[src/rtl/cla_pipe_addsub.sv]
// Pipelined carry-lookahead adder/subtractor. The operand is cut into NSTAGE slices of
// 4-bit lookahead groups; the carry crosses each slice boundary through a register.
module cla_pipe_addsub #(
    parameter int WIDTH  = 24,
    parameter int NSTAGE = 2
) (
    input  logic             clk,
    input  logic             rst,
    input  logic             in_valid,
    output logic             in_ready,
    input  logic [WIDTH-1:0] x,
    input  logic [WIDTH-1:0] y,
    input  logic             cin,
    input  logic             sub,
    output logic             out_valid,
    input  logic             out_ready,
    output logic [WIDTH-1:0] sum,
    output logic             cout,
    output logic             ovf
);

    localparam int SW = WIDTH / NSTAGE;
    localparam int NG = SW / 4;

    // Returns {carry out of slice, carry into slice MSB, slice sum}.
    function automatic logic [SW+1:0] slice_add(input logic [SW-1:0] fa,
                                                input logic [SW-1:0] fb,
                                                input logic          c0);
        logic [SW-1:0] p;
        logic [SW-1:0] g;
        logic [SW-1:0] s;
        logic [SW:0]   c;
        int            b0;
        p    = fa ^ fb;
        g    = fa & fb;
        c    = '0;
        c[0] = c0;
        for (int j = 0; j < NG; j++) begin
            b0 = 4 * j;
            c[b0+1] = g[b0] | (p[b0] & c[b0]);
            c[b0+2] = g[b0+1] | (p[b0+1] & g[b0]) | (p[b0+1] & p[b0] & c[b0]);
            c[b0+3] = g[b0+2] | (p[b0+2] & g[b0+1]) | (p[b0+2] & p[b0+1] & g[b0])
                    | (p[b0+2] & p[b0+1] & p[b0] & c[b0]);
            c[b0+4] = g[b0+3] | (p[b0+3] & g[b0+2]) | (p[b0+3] & p[b0+2] & g[b0+1])
                    | (p[b0+3] & p[b0+2] & p[b0+1] & g[b0])
                    | (p[b0+3] & p[b0+2] & p[b0+1] & p[b0] & c[b0]);
        end
        s = p ^ c[SW-1:0];
        return {c[SW], c[SW-1], s};
    endfunction

    logic             v_q   [NSTAGE];
    logic             c_q   [NSTAGE];
    logic             ovf_q [NSTAGE];
    logic [WIDTH-1:0] a_q   [NSTAGE];
    logic [WIDTH-1:0] b_q   [NSTAGE];
    logic [WIDTH-1:0] s_q   [NSTAGE];

    logic             advance;
    logic [WIDTH-1:0] b_eff;
    logic             c_eff;

    // Global stall: the whole pipe moves only when the output slot can drain.
    assign advance  = !v_q[NSTAGE-1] | out_ready;
    assign in_ready = advance;
    assign b_eff    = sub ? ~y : y;
    assign c_eff    = sub | cin;

    for (genvar k = 0; k < NSTAGE; k++) begin : g_stage
        logic             v_in;
        logic             c_in;
        logic [WIDTH-1:0] a_in;
        logic [WIDTH-1:0] b_in;
        logic [WIDTH-1:0] s_in;
        logic [WIDTH-1:0] s_new;
        logic [SW+1:0]    r;

        if (k == 0) begin : g_src
            assign v_in = in_valid;
            assign c_in = c_eff;
            assign a_in = x;
            assign b_in = b_eff;
            assign s_in = '0;
        end else begin : g_src
            assign v_in = v_q[k-1];
            assign c_in = c_q[k-1];
            assign a_in = a_q[k-1];
            assign b_in = b_q[k-1];
            assign s_in = s_q[k-1];
        end

        assign r = slice_add(a_in[k*SW +: SW], b_in[k*SW +: SW], c_in);

        always_comb begin
            s_new = s_in;
            s_new[k*SW +: SW] = r[SW-1:0];
        end

        // Data loads only behind a valid bit so bubbles never disturb held results.
        always_ff @(posedge clk or posedge rst) begin
            if (rst) begin
                v_q[k]   <= 1'b0;
                c_q[k]   <= 1'b0;
                ovf_q[k] <= 1'b0;
                a_q[k]   <= '0;
                b_q[k]   <= '0;
                s_q[k]   <= '0;
            end else if (advance) begin
                v_q[k] <= v_in;
                if (v_in) begin
                    c_q[k]   <= r[SW+1];
                    ovf_q[k] <= r[SW+1] ^ r[SW];
                    a_q[k]   <= a_in;
                    b_q[k]   <= b_in;
                    s_q[k]   <= s_new;
                end
            end
        end
    end

    assign out_valid = v_q[NSTAGE-1];
    assign sum       = s_q[NSTAGE-1];
    assign cout      = c_q[NSTAGE-1];
    assign ovf       = ovf_q[NSTAGE-1];

endmodule

[config.mk]
export PLATFORM = sky130hd
export DESIGN_NAME = cla_pipe_addsub
export DESIGN_NICKNAME = d
export VERILOG_FILES = /design/src/rtl/cla_pipe_addsub.sv
export SDC_FILE = /design/constraint.sdc
export NUM_CORES = 1
export LEC_CHECK = 0
export ABC_CLOCK_PERIOD_IN_PS = 2250
export BUFFER_PORTS_ARGS = -buffer_cell sky130_fd_sc_hd__buf_2
export CAP_MARGIN = 20
export CORE_UTILIZATION = 49
export CTS_BUF_LIST = sky130_fd_sc_hd__clkbuf_8 sky130_fd_sc_hd__clkbuf_16
export CTS_CLUSTER_SIZE = 20
export DETAILED_ROUTE_END_ITERATION = 8
export PLACE_DENSITY_LB_ADDON = 0.05
export SYNTH_ARGS = -nofsm -noshare
export SYNTH_HDL_FRONTEND = slang
export SYNTH_SLANG_ARGS = --single-unit
export TNS_END_PERCENT = 50
[constraint.sdc]
create_clock -name clk -period 2.25 [get_ports clk]
set_clock_uncertainty 0.15 [all_clocks]
set_input_delay 0.225 -clock clk [delete_from_list [all_inputs] [get_ports clk]]
set_output_delay 0.225 -clock clk [all_outputs]
set_load 0.05 [all_outputs]
; ---- Yosys cells after proc, flatten, opt, wreduce, memory -nomap -nowiden
; Cells that the tools add are included.
; W data, S select, Z words.
[word_totals]
output_inout_bits = 28
inputBits = 54
ff_bits = 89
word_cells = 179
[op_classes]
n_reduce_logical = 3
bitwise_logic = 166
muxes = 1
[ops]
columns = operator, n
row1 = $and A1 B1 Y1, 96
row2 = $or A1 B1 Y1, 62
row3 = $xor A12 B12 Y12, 4
row4 = $and A12 B12 Y12, 2
row5 = $mux W24, 1
row6 = $not A24 Y24, 1
row7 = $reduce_and A2 Y1, 2
row8 = $logic_not A1 Y1, 1
row9 = $xor A1 B1 Y1, 1

; ---- Logic depth before layout (Yosys ltp)
[depth]
ltp_word = 13
depth_mapped = 11
mapped_depth_nobuf = 9

; ---- Worst setup path after synthesis
; No wires, ideal clock.
[synth_timing]
path_kind = input-to-reg
startpoint = input port sub
endpoint = register s_q (netlist bit g_stage[1].s_in[9])
path_slack_ns = -0.338
setup_ns = 0.083
t_arrival_ns = 2.355
t_required_ns = 2.017
n_path_buf = 2
cell_stages = 11
path_cell_list = buf_2 buf_2 xor2_1 ha_1 o21a_1 o211ai_1 a21o_1 o21a_1 fa_1 xor2_1 o21ai_0
[synth_between]
elab_chain_len = 12
elab_cells_between_ends = 29
classes_between = mux: 1 / bitwise: 28
[synth_lines]
columns = item, line
row1 = start: declaration, 14  ; input logic sub,
row2 = $mux W24, 66  ; assign b_eff = sub ? ~y : y;
row3 = $xor A12 B12 Y12 / $and A12 B12 Y12 (equally long branches), "34, 35"
row4 = $and A1 B1 Y1 (on tied branches), "44, 45, 46"
row5 = $or A1 B1 Y1 (tied with other cells) (2 in a row), 44  ; c[b0+4] = g[b0+3] | (p[b0+3] & g[b0+2]) | (p[b0+3] & p[b0+2] & g[b0+1])
row6 = $or A1 B1 Y1 / $and A1 B1 Y1 (equally long branches), "45, 46"
row7 = $or A1 B1 Y1, 46  ; | (p[b0+3] & p[b0+2] & p[b0+1] & p[b0] & c[b0]);
row8 = $and A1 B1 Y1, 46
row9 = $or A1 B1 Y1, 46
row10 = $and A1 B1 Y1, 40  ; c[b0+1] = g[b0] | (p[b0] & c[b0]);
row11 = $or A1 B1 Y1, 40
row12 = $xor A12 B12 Y12 (*), 48  ; s = p ^ c[SW-1:0];
row13 = end signal: indexed assignment, 115  ; s_q[k] <= s_new;
row14 = end: declaration, 57  ; logic [WIDTH-1:0] s_q [NSTAGE];
; Every way passes the cells marked *; elsewhere a longest branch is shown, timed or not.
; A chain may end at the register's enable or synchronous reset.

; ---- Final worst setup path
[layout_timing]
startpoint = register a_q (netlist bit g_stage[1].a_in[12])
endpoint = register s_q (netlist bit sum[20])
[layout_between]
elab_chain_len = 7
elab_cells_between_ends = 10
classes_between = bitwise: 10
[layout_lines]
columns = item, line
row1 = start: declaration, 55  ; logic [WIDTH-1:0] a_q [NSTAGE];
row2 = start signal: indexed assignment, 113  ; a_q[k] <= a_in;
row3 = $and A12 B12 Y12 / $xor A12 B12 Y12 (equally long branches), "35, 34"
row4 = $and A1 B1 Y1 (on tied branches), "45, 46"
row5 = $or A1 B1 Y1 / $and A1 B1 Y1 (equally long branches), "45, 46"
row6 = $or A1 B1 Y1 (*), 46
row7 = $and A1 B1 Y1 (*), 46
row8 = $or A1 B1 Y1 (*), 46
row9 = $xor A12 B12 Y12 (*), 48
row10 = named net g_stage[1].r[8], 76  ; logic [SW+1:0] r;
; The timed path passes the listed nets; every way through them passes the cells marked *.

==> run metrics <==
Startpoint Class flip-flop; Peak supply drop 0.000382 V; # setup viols final 1; post-CTS setup buffer count 0; Die Width around 90 um; Leak Pwr around 0.0024 uW; Clock transition at path regs 70 ps; max-cap violations 0; root buffer cell clkbuf_8; die height 89.0 um; DP HPWL 5900 um; final WL approximately 7900 um; largest net degree at the start of global routing between 40 and 50; First DRT Iteration DRCs 61; proportion of netlist area held by the largest area contributor 0.438; Synth warnings 0; Pwr per Cell Area roughly 1100 nW/um^2; diodes inserted 0; clock tree buffer depth 2; Top cell by count, worst path nand2_1; Clk Latency, worst-skew pair ~350 ps; post-route ant nets 0; Worst EP arrival between 2000 and 2500 ps; clock sink count between 60 and 70; Post-synth EDFFs 0; CP max FO 4; DR pass1 iterations 4; sequential area share after synthesis 0.438; std cell rows 31; share of cells above drive strength 1 0.314; final period utilization 1.01; Slew Limit Headroom 0.580; Required @ worst endpoint 2390 ps; Netlist cell types 46; #FFs+latches synth 65; multi-input logic area 2060 um^2; Highest Clock Rate ~440 MHz; crit path cell chain ha_4 > a211oi_2 > o21bai_2 > a211o_4 > fa_2 > nand2_1 > nand2_1; Initial Util 0.509; first-pass GRT wire length roughly 13000 um; port bufs 81; critical path type flip-flop to flip-flop; commonest cells after routing, fill and taps aside nand2_1, buf_2, dfrtp_1; syn avg cell area around 9.7 um^2; Crit path largest cell delay 520 ps; min Tclk post-route 2270 ps; global route overflow 0; H-tree depth 3; failing checks negative setup slack; Num CTS Buffers 9; cell area after layout between 4000 and 5000 um^2; critical path's slowest cell fa_2; Die Area 7930 um^2; worst min path class input pin to flip-flop; post-DR vias/cell roughly 5.0; status complete, but fails checks; vias in the first global route 2900; Slew @ Worst Pin 628 ps; Mapped Cells between 300 and 400; Fillers between 600 and 700; # IOs between 80 and 90; gpl congestion 0.797; synth top area cells dfrtp_1, nand2_1, ha_1, o21ai_0, xor2_1; biggest area consumer among synthesized cells dfrtp_1; Synth async-reset ratio 1.00; Top FF cell, synth dfrtp_1; final-stage net count a little under 600; register area 1630 um^2; initial antenna violation count 0; CTS tree done; Area growth syn-to-layout 31.5%; dpl ws -205 ps; final setup margin -23.0 ps; DRC 0; Syn Nets 467; via count ~3100; most common cell after layout, fill and taps aside nand2_1; total track usage 0.217; dpl cell area 4480 um^2; Pwr Total 5140 uW; RSZ-0062 raised after global routing true; WL/cell 12.8 um; cell area after synthesis ~3700 um^2; Core Box Area about 7300 um^2; crit end category flip-flop; Final Hold Viols 0; max-slew violation count 0
-- Yosys cell counts, types with 4 or more instances --
cell	n
xor2_1	18
o211ai_1	11
nor2_1	13
ha_1	24
and3_1	4
dfrtp_1	65
nand2_1	87
inv_1	13
mux2_2	12
xnor2_1	16
o21a_1	6
fa_1	6
clkbuf_1	7
a21oi_1	15
o21ai_0	35
buf_2	7
-- critical path, delay by kind of cell, from the launching register on --
kind / cells / cell delay, ps
and+or+nand+nor: 2 / 120
adders and majority gates: 2 / 780
AOI/OAI and AO/OA: 3 / 730
DFF: 1 / 420
-- final timing paths --
check	start	end	slack, ps	cells after the start
hold reg to reg	g_stage[1].s_in[9]$_DFFE_PP0P_	sum[9]$_DFFE_PP0P_	320	2
setup / recovery	g_stage[1].a_in[12]$_DFFE_PP0P_	sum[20]$_DFFE_PP0P_	-20	7
hold / removal	y[21]	g_stage[1].b_in[21]$_DFFE_PP0P_	20	3
min in group asynchronous	rst	g_stage[1].s_in[10]$_DFFE_PP0P_	180	3
setup reg to reg	g_stage[1].a_in[12]$_DFFE_PP0P_	sum[20]$_DFFE_PP0P_	-20	7
max in group asynchronous	rst	sum[0]$_DFFE_PP0P_	1300	4
-- what timing repair did --
action / 4_1_cts / 5_1_grt
resized for setup: 8 / 5
hold buffers: 14 / 0
hold endpoints to repair: 78 / 0
endpoints found under the setup margin: 5 / 8
pin swaps: 4 / 9
cloned: 0 / 0
-- flip-flops by register name, summed over array words and instances, names as in the netlist --
signal        count
ovf               1
g_stage.b_in     12
g_stage.s_in     12
out_valid         1
g_stage.c_in      1
cout              1
g_stage.a_in     12
g_stage.v_in      1
sum              24
-- cell type report --
class                           count  area share
Clock buffer                       10      0.0282
Tap cell                           99      0.0254
Inverter                           13      0.0100
Clock inverter                      6      0.0105
Sequential cell                    65       0.333
Timing Repair Buffer              130       0.171
Multi-Input combinational cell    289       0.421
-- stage by stage --
stage / setup TNS, ps / cells / hold WS [ps] / util
after global routing: -406 / 612 / 34.2 / 0.669
after CTS: -3.50 / 612 / 1.15 / 0.665
after detailed placement: -846 / 582 / -11.4 / 0.614
after floorplan: -421 / 383 / 225 / -
final: -23.0 / 612 / 19.1 / 0.669
after global placement: -419 / 582 / -14.5 / 0.614
-- layer usage --
layer	part of all wire	global-route usage
met1	0.46	0.261
met2	0.49	0.376
met3	0.032	0.0305
met4	0.025	0.121
met5	0	0
-- cells by family after synthesis --
logic type,share of synthesized area
AND/OR/NAND/NOR,0.148
flip-flops,0.438
adder cells (fa/ha/maj),0.113
AO/OA/AOI/OAI,0.150
XOR/XNOR,0.0802
multiplexers,0.0391
buffers and inverters,0.0317
-- power breakdown --
group	switching, uW	total [uW]	internal (uW)	leakage (uW)
clock network	433	959	526	0.000110
logic	1550	2440	890	0.00151
registers	217	1740	1520	0.000790
Power figures use the tool's default switching activity.
